`config.mk`:
```
export PLATFORM = sky130hd
export DESIGN_NAME = mem_stage_flat
export DESIGN_NICKNAME = d
export VERILOG_FILES = /design/src/rtl/cpu_pkg.sv /design/src/rtl/mem_stage_if.sv /design/src/rtl/mem_lane_align.sv /design/src/rtl/mem_stage.sv /design/src/flat_wrapper.sv
export SDC_FILE = /design/constraint.sdc
export NUM_CORES = 1
export LEC_CHECK = 0
export CAP_MARGIN = 20
export CORE_ASPECT_RATIO = 1.2
export CORE_MARGIN = 3
export CORE_UTILIZATION = 48
export DETAILED_ROUTE_END_ITERATION = 10
export GPL_TIMING_DRIVEN = 0
export PLACE_DENSITY = 0.87
export SYNTH_ARGS = -nofsm -noshare
export SYNTH_HDL_FRONTEND = slang
export SYNTH_SLANG_ARGS = --single-unit
```
`constraint.sdc`:
```
create_clock -name clk -period 5.1 [get_ports clk]
set_clock_uncertainty 0.05 [all_clocks]
set_input_delay 1.53 -clock clk [delete_from_list [all_inputs] [get_ports clk]]
set_output_delay 1.53 -clock clk [all_outputs]
set_load 0.01 [all_outputs]
```
`src/rtl/cpu_pkg.sv`:
```
// rtl/cpu_pkg.sv - shared FSM state type and memory-stage constants
package cpu_pkg;

   typedef enum logic [1:0] {
      IDLE = 2'd0,
      REQ  = 2'd1,
      WAIT = 2'd2
   } mem_state_e;

   localparam logic [7:0] TIMEOUT_DEFAULT = 8'd255;
   localparam logic [1:0] BE_WORD         = 2'b11;
   localparam logic [1:0] BE_LO           = 2'b01;
   localparam logic [1:0] BE_HI           = 2'b10;

endpackage

```
`src/rtl/mem_stage_if.sv`:
```
// rtl/mem_stage_if.sv - data memory request/response bus between mem_stage and memory
interface mem_stage_if;

   logic        dmem_req;
   logic        dmem_we;
   logic [15:0] dmem_addr;
   logic [15:0] dmem_wdata;
   logic [1:0]  dmem_be;
   logic        dmem_gnt;
   logic        dmem_rvalid;
   logic [15:0] dmem_rdata;

   modport master (
      output dmem_req, dmem_we, dmem_addr, dmem_wdata, dmem_be,
      input  dmem_gnt, dmem_rvalid, dmem_rdata
   );

   modport slave (
      input  dmem_req, dmem_we, dmem_addr, dmem_wdata, dmem_be,
      output dmem_gnt, dmem_rvalid, dmem_rdata
   );

endinterface

```
`src/rtl/mem_lane_align.sv`:
```
// rtl/mem_lane_align.sv - byte-lane steering for stores and byte extraction for loads
module mem_lane_align
   import cpu_pkg::*;
(
   input  logic        st_addr0,
   input  logic        st_byte,
   input  logic [15:0] st_data,
   output logic [15:0] st_wdata,
   output logic [1:0]  st_be,
   input  logic        ld_addr0,
   input  logic        ld_byte,
   input  logic [15:0] ld_rdata,
   output logic [15:0] ld_data
);

   // byte stores replicate the low byte on both lanes; byte loads zero-extend the addressed lane
   always_comb begin
      st_wdata = st_data;
      st_be    = BE_WORD;
      ld_data  = ld_rdata;
      if (st_byte) begin
         st_wdata = {st_data[7:0], st_data[7:0]};
         st_be    = st_addr0 ? BE_HI : BE_LO;
      end
      if (ld_byte) begin
         ld_data = {8'h00, (ld_addr0 ? ld_rdata[15:8] : ld_rdata[7:0])};
      end
   end

endmodule

```
`src/rtl/mem_stage.sv`:
```
// rtl/mem_stage.sv - pipeline memory stage: ALU passthrough, load/store bus sequencing, writeback
module mem_stage
   import cpu_pkg::*;
#(
   parameter logic [7:0] TIMEOUT = TIMEOUT_DEFAULT
) (
   input  logic         clk,
   input  logic         rst,
   input  logic         ex2_valid,
   input  logic [15:0]  ex2_alu_out,
   input  logic [15:0]  ex2_rs2,
   input  logic [3:0]   ex2_rd,
   input  logic         ex2_ld,
   input  logic         ex2_st,
   input  logic         ex2_byte,
   mem_stage_if.master  dmem,
   output logic         stall,
   output logic         wb_valid,
   output logic         wb_we,
   output logic [3:0]   wb_rd,
   output logic [15:0]  wb_data,
   output logic         misalign,
   output logic         bus_err
);

   mem_state_e  state_q, state_d;
   logic [7:0]  cnt_q, cnt_d;
   logic [15:0] addr_q, addr_d;
   logic [15:0] wdata_q, wdata_d;
   logic [1:0]  be_q, be_d;
   logic        we_q, we_d;
   logic        byte_q, byte_d;
   logic [3:0]  rd_q, rd_d;
   logic        wb_valid_q, wb_valid_d;
   logic        wb_we_q, wb_we_d;
   logic [3:0]  wb_rd_q, wb_rd_d;
   logic [15:0] wb_data_q, wb_data_d;
   logic        misalign_q, misalign_d;
   logic        bus_err_q, bus_err_d;

   logic [15:0] lane_wdata;
   logic [1:0]  lane_be;
   logic [15:0] lane_ld_data;
   logic        mem_op;
   logic        unaligned;
   logic        timed_out;
   logic [7:0]  cnt_inc;

   mem_lane_align u_lane (
      .st_addr0 (ex2_alu_out[0]),
      .st_byte  (ex2_byte),
      .st_data  (ex2_rs2),
      .st_wdata (lane_wdata),
      .st_be    (lane_be),
      .ld_addr0 (addr_q[0]),
      .ld_byte  (byte_q),
      .ld_rdata (dmem.dmem_rdata),
      .ld_data  (lane_ld_data)
   );

   assign mem_op    = ex2_ld | ex2_st;
   assign unaligned = ~ex2_byte & ex2_alu_out[0];
   assign timed_out = (cnt_q == TIMEOUT);
   // saturate so a late grant near the limit cannot wrap the wait budget
   assign cnt_inc   = (cnt_q == 8'hFF) ? cnt_q : cnt_q + 8'd1;

   // next-state, capture and writeback pulse generation; rvalid is only looked at in WAIT
   always_comb begin
      state_d    = state_q;
      cnt_d      = cnt_q;
      addr_d     = addr_q;
      wdata_d    = wdata_q;
      be_d       = be_q;
      we_d       = we_q;
      byte_d     = byte_q;
      rd_d       = rd_q;
      wb_valid_d = 1'b0;
      wb_we_d    = 1'b0;
      wb_rd_d    = 4'd0;
      wb_data_d  = 16'd0;
      misalign_d = 1'b0;
      bus_err_d  = 1'b0;
      stall      = 1'b0;
      case (state_q)
         IDLE: begin
            if (ex2_valid) begin
               if (!mem_op) begin
                  wb_valid_d = 1'b1;
                  wb_we_d    = (ex2_rd != 4'd0);
                  wb_rd_d    = ex2_rd;
                  wb_data_d  = ex2_alu_out;
               end else if (unaligned) begin
                  wb_valid_d = 1'b1;
                  misalign_d = 1'b1;
               end else begin
                  stall   = 1'b1;
                  state_d = REQ;
                  cnt_d   = 8'd0;
                  addr_d  = ex2_alu_out;
                  wdata_d = lane_wdata;
                  be_d    = lane_be;
                  we_d    = ex2_st & ~ex2_ld;
                  byte_d  = ex2_byte;
                  rd_d    = ex2_rd;
               end
            end
         end
         REQ: begin
            cnt_d = cnt_inc;
            if (dmem.dmem_gnt) begin
               if (we_q) begin
                  state_d    = IDLE;
                  wb_valid_d = 1'b1;
               end else begin
                  stall   = 1'b1;
                  state_d = WAIT;
               end
            end else if (timed_out) begin
               state_d    = IDLE;
               wb_valid_d = 1'b1;
               bus_err_d  = 1'b1;
            end else begin
               stall = 1'b1;
            end
         end
         WAIT: begin
            cnt_d = cnt_inc;
            if (dmem.dmem_rvalid) begin
               state_d    = IDLE;
               wb_valid_d = 1'b1;
               wb_we_d    = (rd_q != 4'd0);
               wb_rd_d    = rd_q;
               wb_data_d  = lane_ld_data;
            end else if (timed_out) begin
               state_d    = IDLE;
               wb_valid_d = 1'b1;
               bus_err_d  = 1'b1;
            end else begin
               stall = 1'b1;
            end
         end
         default: state_d = IDLE;
      endcase
   end

   // state, captured request and writeback registers; reset abandons any transaction
   always_ff @(posedge clk or posedge rst) begin
      if (rst) begin
         state_q    <= IDLE;
         cnt_q      <= 8'd0;
         addr_q     <= 16'd0;
         wdata_q    <= 16'd0;
         be_q       <= 2'b00;
         we_q       <= 1'b0;
         byte_q     <= 1'b0;
         rd_q       <= 4'd0;
         wb_valid_q <= 1'b0;
         wb_we_q    <= 1'b0;
         wb_rd_q    <= 4'd0;
         wb_data_q  <= 16'd0;
         misalign_q <= 1'b0;
         bus_err_q  <= 1'b0;
      end else begin
         state_q    <= state_d;
         cnt_q      <= cnt_d;
         addr_q     <= addr_d;
         wdata_q    <= wdata_d;
         be_q       <= be_d;
         we_q       <= we_d;
         byte_q     <= byte_d;
         rd_q       <= rd_d;
         wb_valid_q <= wb_valid_d;
         wb_we_q    <= wb_we_d;
         wb_rd_q    <= wb_rd_d;
         wb_data_q  <= wb_data_d;
         misalign_q <= misalign_d;
         bus_err_q  <= bus_err_d;
      end
   end

   assign dmem.dmem_req   = (state_q == REQ);
   assign dmem.dmem_we    = we_q;
   assign dmem.dmem_addr  = addr_q;
   assign dmem.dmem_wdata = wdata_q;
   assign dmem.dmem_be    = be_q;

   assign wb_valid = wb_valid_q;
   assign wb_we    = wb_we_q;
   assign wb_rd    = wb_rd_q;
   assign wb_data  = wb_data_q;
   assign misalign = misalign_q;
   assign bus_err  = bus_err_q;

endmodule

```
`src/flat_wrapper.sv`:
```
// flat-port wrapper written by rule: the top's interface ports become plain ports
module mem_stage_flat import cpu_pkg::*;
#(
   parameter logic [7:0] TIMEOUT = TIMEOUT_DEFAULT
)
  (clk, rst, ex2_valid, ex2_alu_out, ex2_rs2, ex2_rd, ex2_ld, ex2_st, ex2_byte, stall, wb_valid, wb_we, wb_rd, wb_data, misalign, bus_err, dmem_dmem_req, dmem_dmem_we, dmem_dmem_addr, dmem_dmem_wdata, dmem_dmem_be, dmem_dmem_gnt, dmem_dmem_rvalid, dmem_dmem_rdata);
  mem_stage_if dmem_i ();
  input  logic clk;
  input  logic rst;
  input  logic ex2_valid;
  input  logic [15:0] ex2_alu_out;
  input  logic [15:0] ex2_rs2;
  input  logic [3:0] ex2_rd;
  input  logic ex2_ld;
  input  logic ex2_st;
  input  logic ex2_byte;
  output logic stall;
  output logic wb_valid;
  output logic wb_we;
  output logic [3:0] wb_rd;
  output logic [15:0] wb_data;
  output logic misalign;
  output logic bus_err;
  output wire logic [$bits(dmem_i.dmem_req)-1:0] dmem_dmem_req;
  output wire logic [$bits(dmem_i.dmem_we)-1:0] dmem_dmem_we;
  output wire logic [$bits(dmem_i.dmem_addr)-1:0] dmem_dmem_addr;
  output wire logic [$bits(dmem_i.dmem_wdata)-1:0] dmem_dmem_wdata;
  output wire logic [$bits(dmem_i.dmem_be)-1:0] dmem_dmem_be;
  input wire logic [$bits(dmem_i.dmem_gnt)-1:0] dmem_dmem_gnt;
  input wire logic [$bits(dmem_i.dmem_rvalid)-1:0] dmem_dmem_rvalid;
  input wire logic [$bits(dmem_i.dmem_rdata)-1:0] dmem_dmem_rdata;
  assign dmem_dmem_req = dmem_i.dmem_req;
  assign dmem_dmem_we = dmem_i.dmem_we;
  assign dmem_dmem_addr = dmem_i.dmem_addr;
  assign dmem_dmem_wdata = dmem_i.dmem_wdata;
  assign dmem_dmem_be = dmem_i.dmem_be;
  assign dmem_i.dmem_gnt = dmem_dmem_gnt;
  assign dmem_i.dmem_rvalid = dmem_dmem_rvalid;
  assign dmem_i.dmem_rdata = dmem_dmem_rdata;
  mem_stage #(.TIMEOUT(TIMEOUT)) u_core (.clk(clk), .rst(rst), .ex2_valid(ex2_valid), .ex2_alu_out(ex2_alu_out), .ex2_rs2(ex2_rs2), .ex2_rd(ex2_rd), .ex2_ld(ex2_ld), .ex2_st(ex2_st), .ex2_byte(ex2_byte), .dmem(dmem_i), .stall(stall), .wb_valid(wb_valid), .wb_we(wb_we), .wb_rd(wb_rd), .wb_data(wb_data), .misalign(misalign), .bus_err(bus_err));
endmodule
```
==> metrics.md <==
| Metric | Value |
|---|---|
| Layout Nets | `~470` |
| Input/output buffers | `120` |
| Initial Util | `between 40% and 50%` |
| GP Congestion | `between 0.8 and 0.9` |
| Layout cells sized above 1 | `8.07%` |
| Clock insertion delay at the later pin of the skew report | `between 300 and 400 ps` |
| Cell family with the largest share of critical-path delay | `buffers and inverters` |
| Via count | `~2,700` |
| DRC | `0` |
| Status | `finished, final reports clean` |
| Vias per inst | `5.53` |
| Core Util, Final | `between 70% and 80%` |
| Final setup fails | `0` |
| Sequential fraction of the synthesis area | `between 50% and 60%` |
| CTS max path bufs | `2` |
| Tightest Hold Check Type | `register to register` |
| Max_cap viols | `0` |
| Final Cycle Share | `97.7%` |
| Syn Inst Count | `around 270` |
| Top cell by count, worst path | `clkdlybuf4s50_1` |
| Startpoint Class | `input port` |
| Commonest non-fill, non-tap cell in the layout | `clkdlybuf4s50_1` |
| Fin. max-slew vios | `0` |
| Worst-path cell chain | `clkdlybuf4s50_1 -> nand2_1 -> nor3_4 -> buf_6 -> a211oi_1 -> nor3_1 -> clkdlybuf4s50_1` |
| Yosys top cell area share | `56.8%` |
| Leakage power | `a little over 2 nW` |
| Required time of the critical path | `3520 ps` |
| Vias in the first global route | `between 2,000 and 3,000` |
| Library cells used by synthesis | `43` |
| Grt total ovfl | `0` |
| Most frequent cells in the layout | `118 x clkdlybuf4s50_1, 74 x dfrtp_1, 26 x mux2_1, 18 x nand2_1, 17 x nor2_1` |
| H-tree depth | `3` |
| Clock transition at path regs | `70 ps` |
| Flop-to-flop setup slack | `about 3000 ps` |
| Fillcell total | `460` |
| Worst path slowest cell | `clkdlybuf4s50_1` |
| Leading post-synthesis cells by cell area | `dfrtp_1 57%, mux2_1 9.0%, mux2i_1 4.9%, a22o_1 3.2%, o21ai_0 2.1%` |
| Peak VDD IR | `between 0.0002 and 0.0003 V` |
| Setup CP Type | `input port to output pin` |
| Die Y | `between 90 and 100 um` |
| WL per Instance | `17.5 um` |
| RSZ-0062 raised after global routing | `no` |
| Worst-Margin Slew | `884 ps` |
| Site Rows | `32` |
| Synth warn | `0` |
| Synthesized cell area | `roughly 0.0033 sq mm` |
| Final HPWL DP | `around 6300 um` |
| WL final | `between 8000 and 9000 um` |
| FFs w/ async S/R, synth | `100%` |
| Die width | `between 80 and 90 um` |
| Number of flops mapped to enable cells by yosys | `0` |
| DRT iter0 DRCs | `approximately 140` |
| Largest net degree at the start of global routing | `75` |
| Drt first pass iters | `4` |
| Pre-CTS WS | `-181 ps` |
| Worst slew margin | `about two fifths` |
| Core box area | `0.00653 sq mm` |
| Root Buffer Master | `clkbuf_8` |
| Die ar. | `just under 0.008 sq mm` |
| Min Tclk post-route | `roughly 5000 ps` |
| Final hold viol count | `0` |
| Crit path largest cell delay | `roughly 560 ps` |
| GRT Total Usage | `between 20% and 30%` |
| Hold buffer count at cts | `0` |
| CTS tree | `yes` |
| Yosys reg bits | `74` |
| Cell area power density | `between 400 and 500 mW/mm^2` |
| Initial antenna violation count | `0` |
| Layout Area Growth over Synthesis | `46.7%` |
| Post-DRT Antenna Nets | `0` |
| Critical path buffers and inverters | `3` |
| First-pass GRT wire length | `13,400 um` |
| Crit path max fanout | `10` |
| Setup crit end kind | `output pin` |
| Most used flip-flop cell after synthesis | `dfrtp_1` |
| Most area-hungry cell type in the Yosys netlist | `dfrtp_1` |
| Mapped Nets | `between 300 and 400` |
| CTS buffer count | `9` |
| Final WS setup | `119 ps` |
| Max Freq | `0.201 GHz` |
| Crit path DAT | `between 3000 and 4000 ps` |
| Avg Inst Size Synth | `~12 sq um` |
| I/O pins | `about 120` |
| Clk sinks | `74` |
| Diodes inserted | `0` |
-- path summary, 6_finish.rpt --
check                                          startpoint  depth (start not counted)                         to
worst max-delay path                            ex2_valid                          7                      stall
worst min-delay path            u_core.dmem.dmem_wdata[0]                          1  u_core.dmem.dmem_wdata[0]
worst max register to register          u_core.state_q[1]                          7   u_core.dmem.dmem_addr[2]
worst min register to register  u_core.dmem.dmem_wdata[0]                          1  u_core.dmem.dmem_wdata[0]
max in group asynchronous                             rst                          2  u_core.dmem.dmem_wdata[3]
min in group asynchronous                             rst                          2            u_core.cnt_q[0]
-- stage by stage --
step	TNS (ps)	std cells	cell area (sq um)	hold WS [ps]	total power, W
global route	0	494	4780	456	0.00241
floorplan	0	272	3260	431	0.00132
CTS	0	494	4780	443	0.00229
global placement	-176	477	4570	418	0.00181
detailed placement	-181	477	4570	425	0.00184
finish	0	494	4780	438	0.00228
-- Yosys cell counts, types with 3 or more instances --
| cell type | n |
|---|---|
| nand2_1 | 18 |
| nand3_1 | 3 |
| a31oi_1 | 3 |
| mux2_1 | 26 |
| dfrtp_1 | 74 |
| o211ai_1 | 4 |
| nor3_1 | 4 |
| ha_1 | 5 |
| nor2_1 | 17 |
| inv_1 | 8 |
| mux2i_1 | 16 |
| a22o_1 | 12 |
| or4_1 | 6 |
| buf_2 | 6 |
| a21boi_1 | 3 |
| buf_4 | 3 |
| o21ai_0 | 14 |
| nand4_1 | 4 |
| a21oi_1 | 12 |
| o31ai_1 | 6 |
-- cell type report --
| cell class | instances | area [sq um] | share of cell area (%) |
|---|---|---|---|
| well taps | 85 | 106 | 2.22 |
| inverters | 8 | 32.5 | 0.680 |
| repair buffers | 121 | 1210 | 25.4 |
| plain buffers | 11 | 66.3 | 1.39 |
| clock inverters | 6 | 66.3 | 1.39 |
| flip-flops and latches | 74 | 1850 | 38.7 |
| clock buffers | 10 | 128 | 2.67 |
| multi-input cells | 179 | 1320 | 27.6 |
-- routing by layer --
layer | vias to the layer above | GRT usage [%] | share of wire, %
li1 | 1266 | - | -
met1 | 1329 | 26.8 | 40
met2 | 122 | 40.2 | 51
met3 | 14 | 5.34 | 7.9
met4 | 0 | 8.03 | 1.2
met5 | - | 0 | 0
-- cell families after synthesis --
family	Yosys count	synth area share, %
compound gates	66	13.7
fa+ha+maj	5	1.92
buf+inv	19	2.76
flops	74	56.8
mux	44	14.6
simple gates	64	10.2
-- flip-flops by register name (all words and copies together) (netlist names) --
name / cells
u_core.cnt_q: 8
u_core.byte_q: 1
u_core.wb_valid: 1
u_core.dmem.dmem_wdata: 16
u_core.misalign: 1
u_core.wb_we: 1
u_core.dmem.dmem_addr: 16
u_core.dmem.dmem_we: 1
u_core.rd_q: 4
u_core.dmem.dmem_be: 2
u_core.wb_data: 16
u_core.state_q: 2
u_core.bus_err: 1
u_core.wb_rd: 4
-- where the power goes --
| part | switching (W) | internal [W] | total (W) |
|---|---|---|---|
| logic | 0.000411 | 0.000524 | 0.000935 |
| registers | 0.000114 | 0.000784 | 0.000898 |
| clock network | 0.000218 | 0.000227 | 0.000445 |
| total | 0.000743 | 0.00153 | 0.00228 |
-- timing repair --
action	in CTS	in global routing
pin swaps	1	0
resized for setup	2	2
buffers inserted	1	0
endpoints found under the hold margin	0	0
setup endpoints to repair	1	1
(Power assumes the default switching activity.)
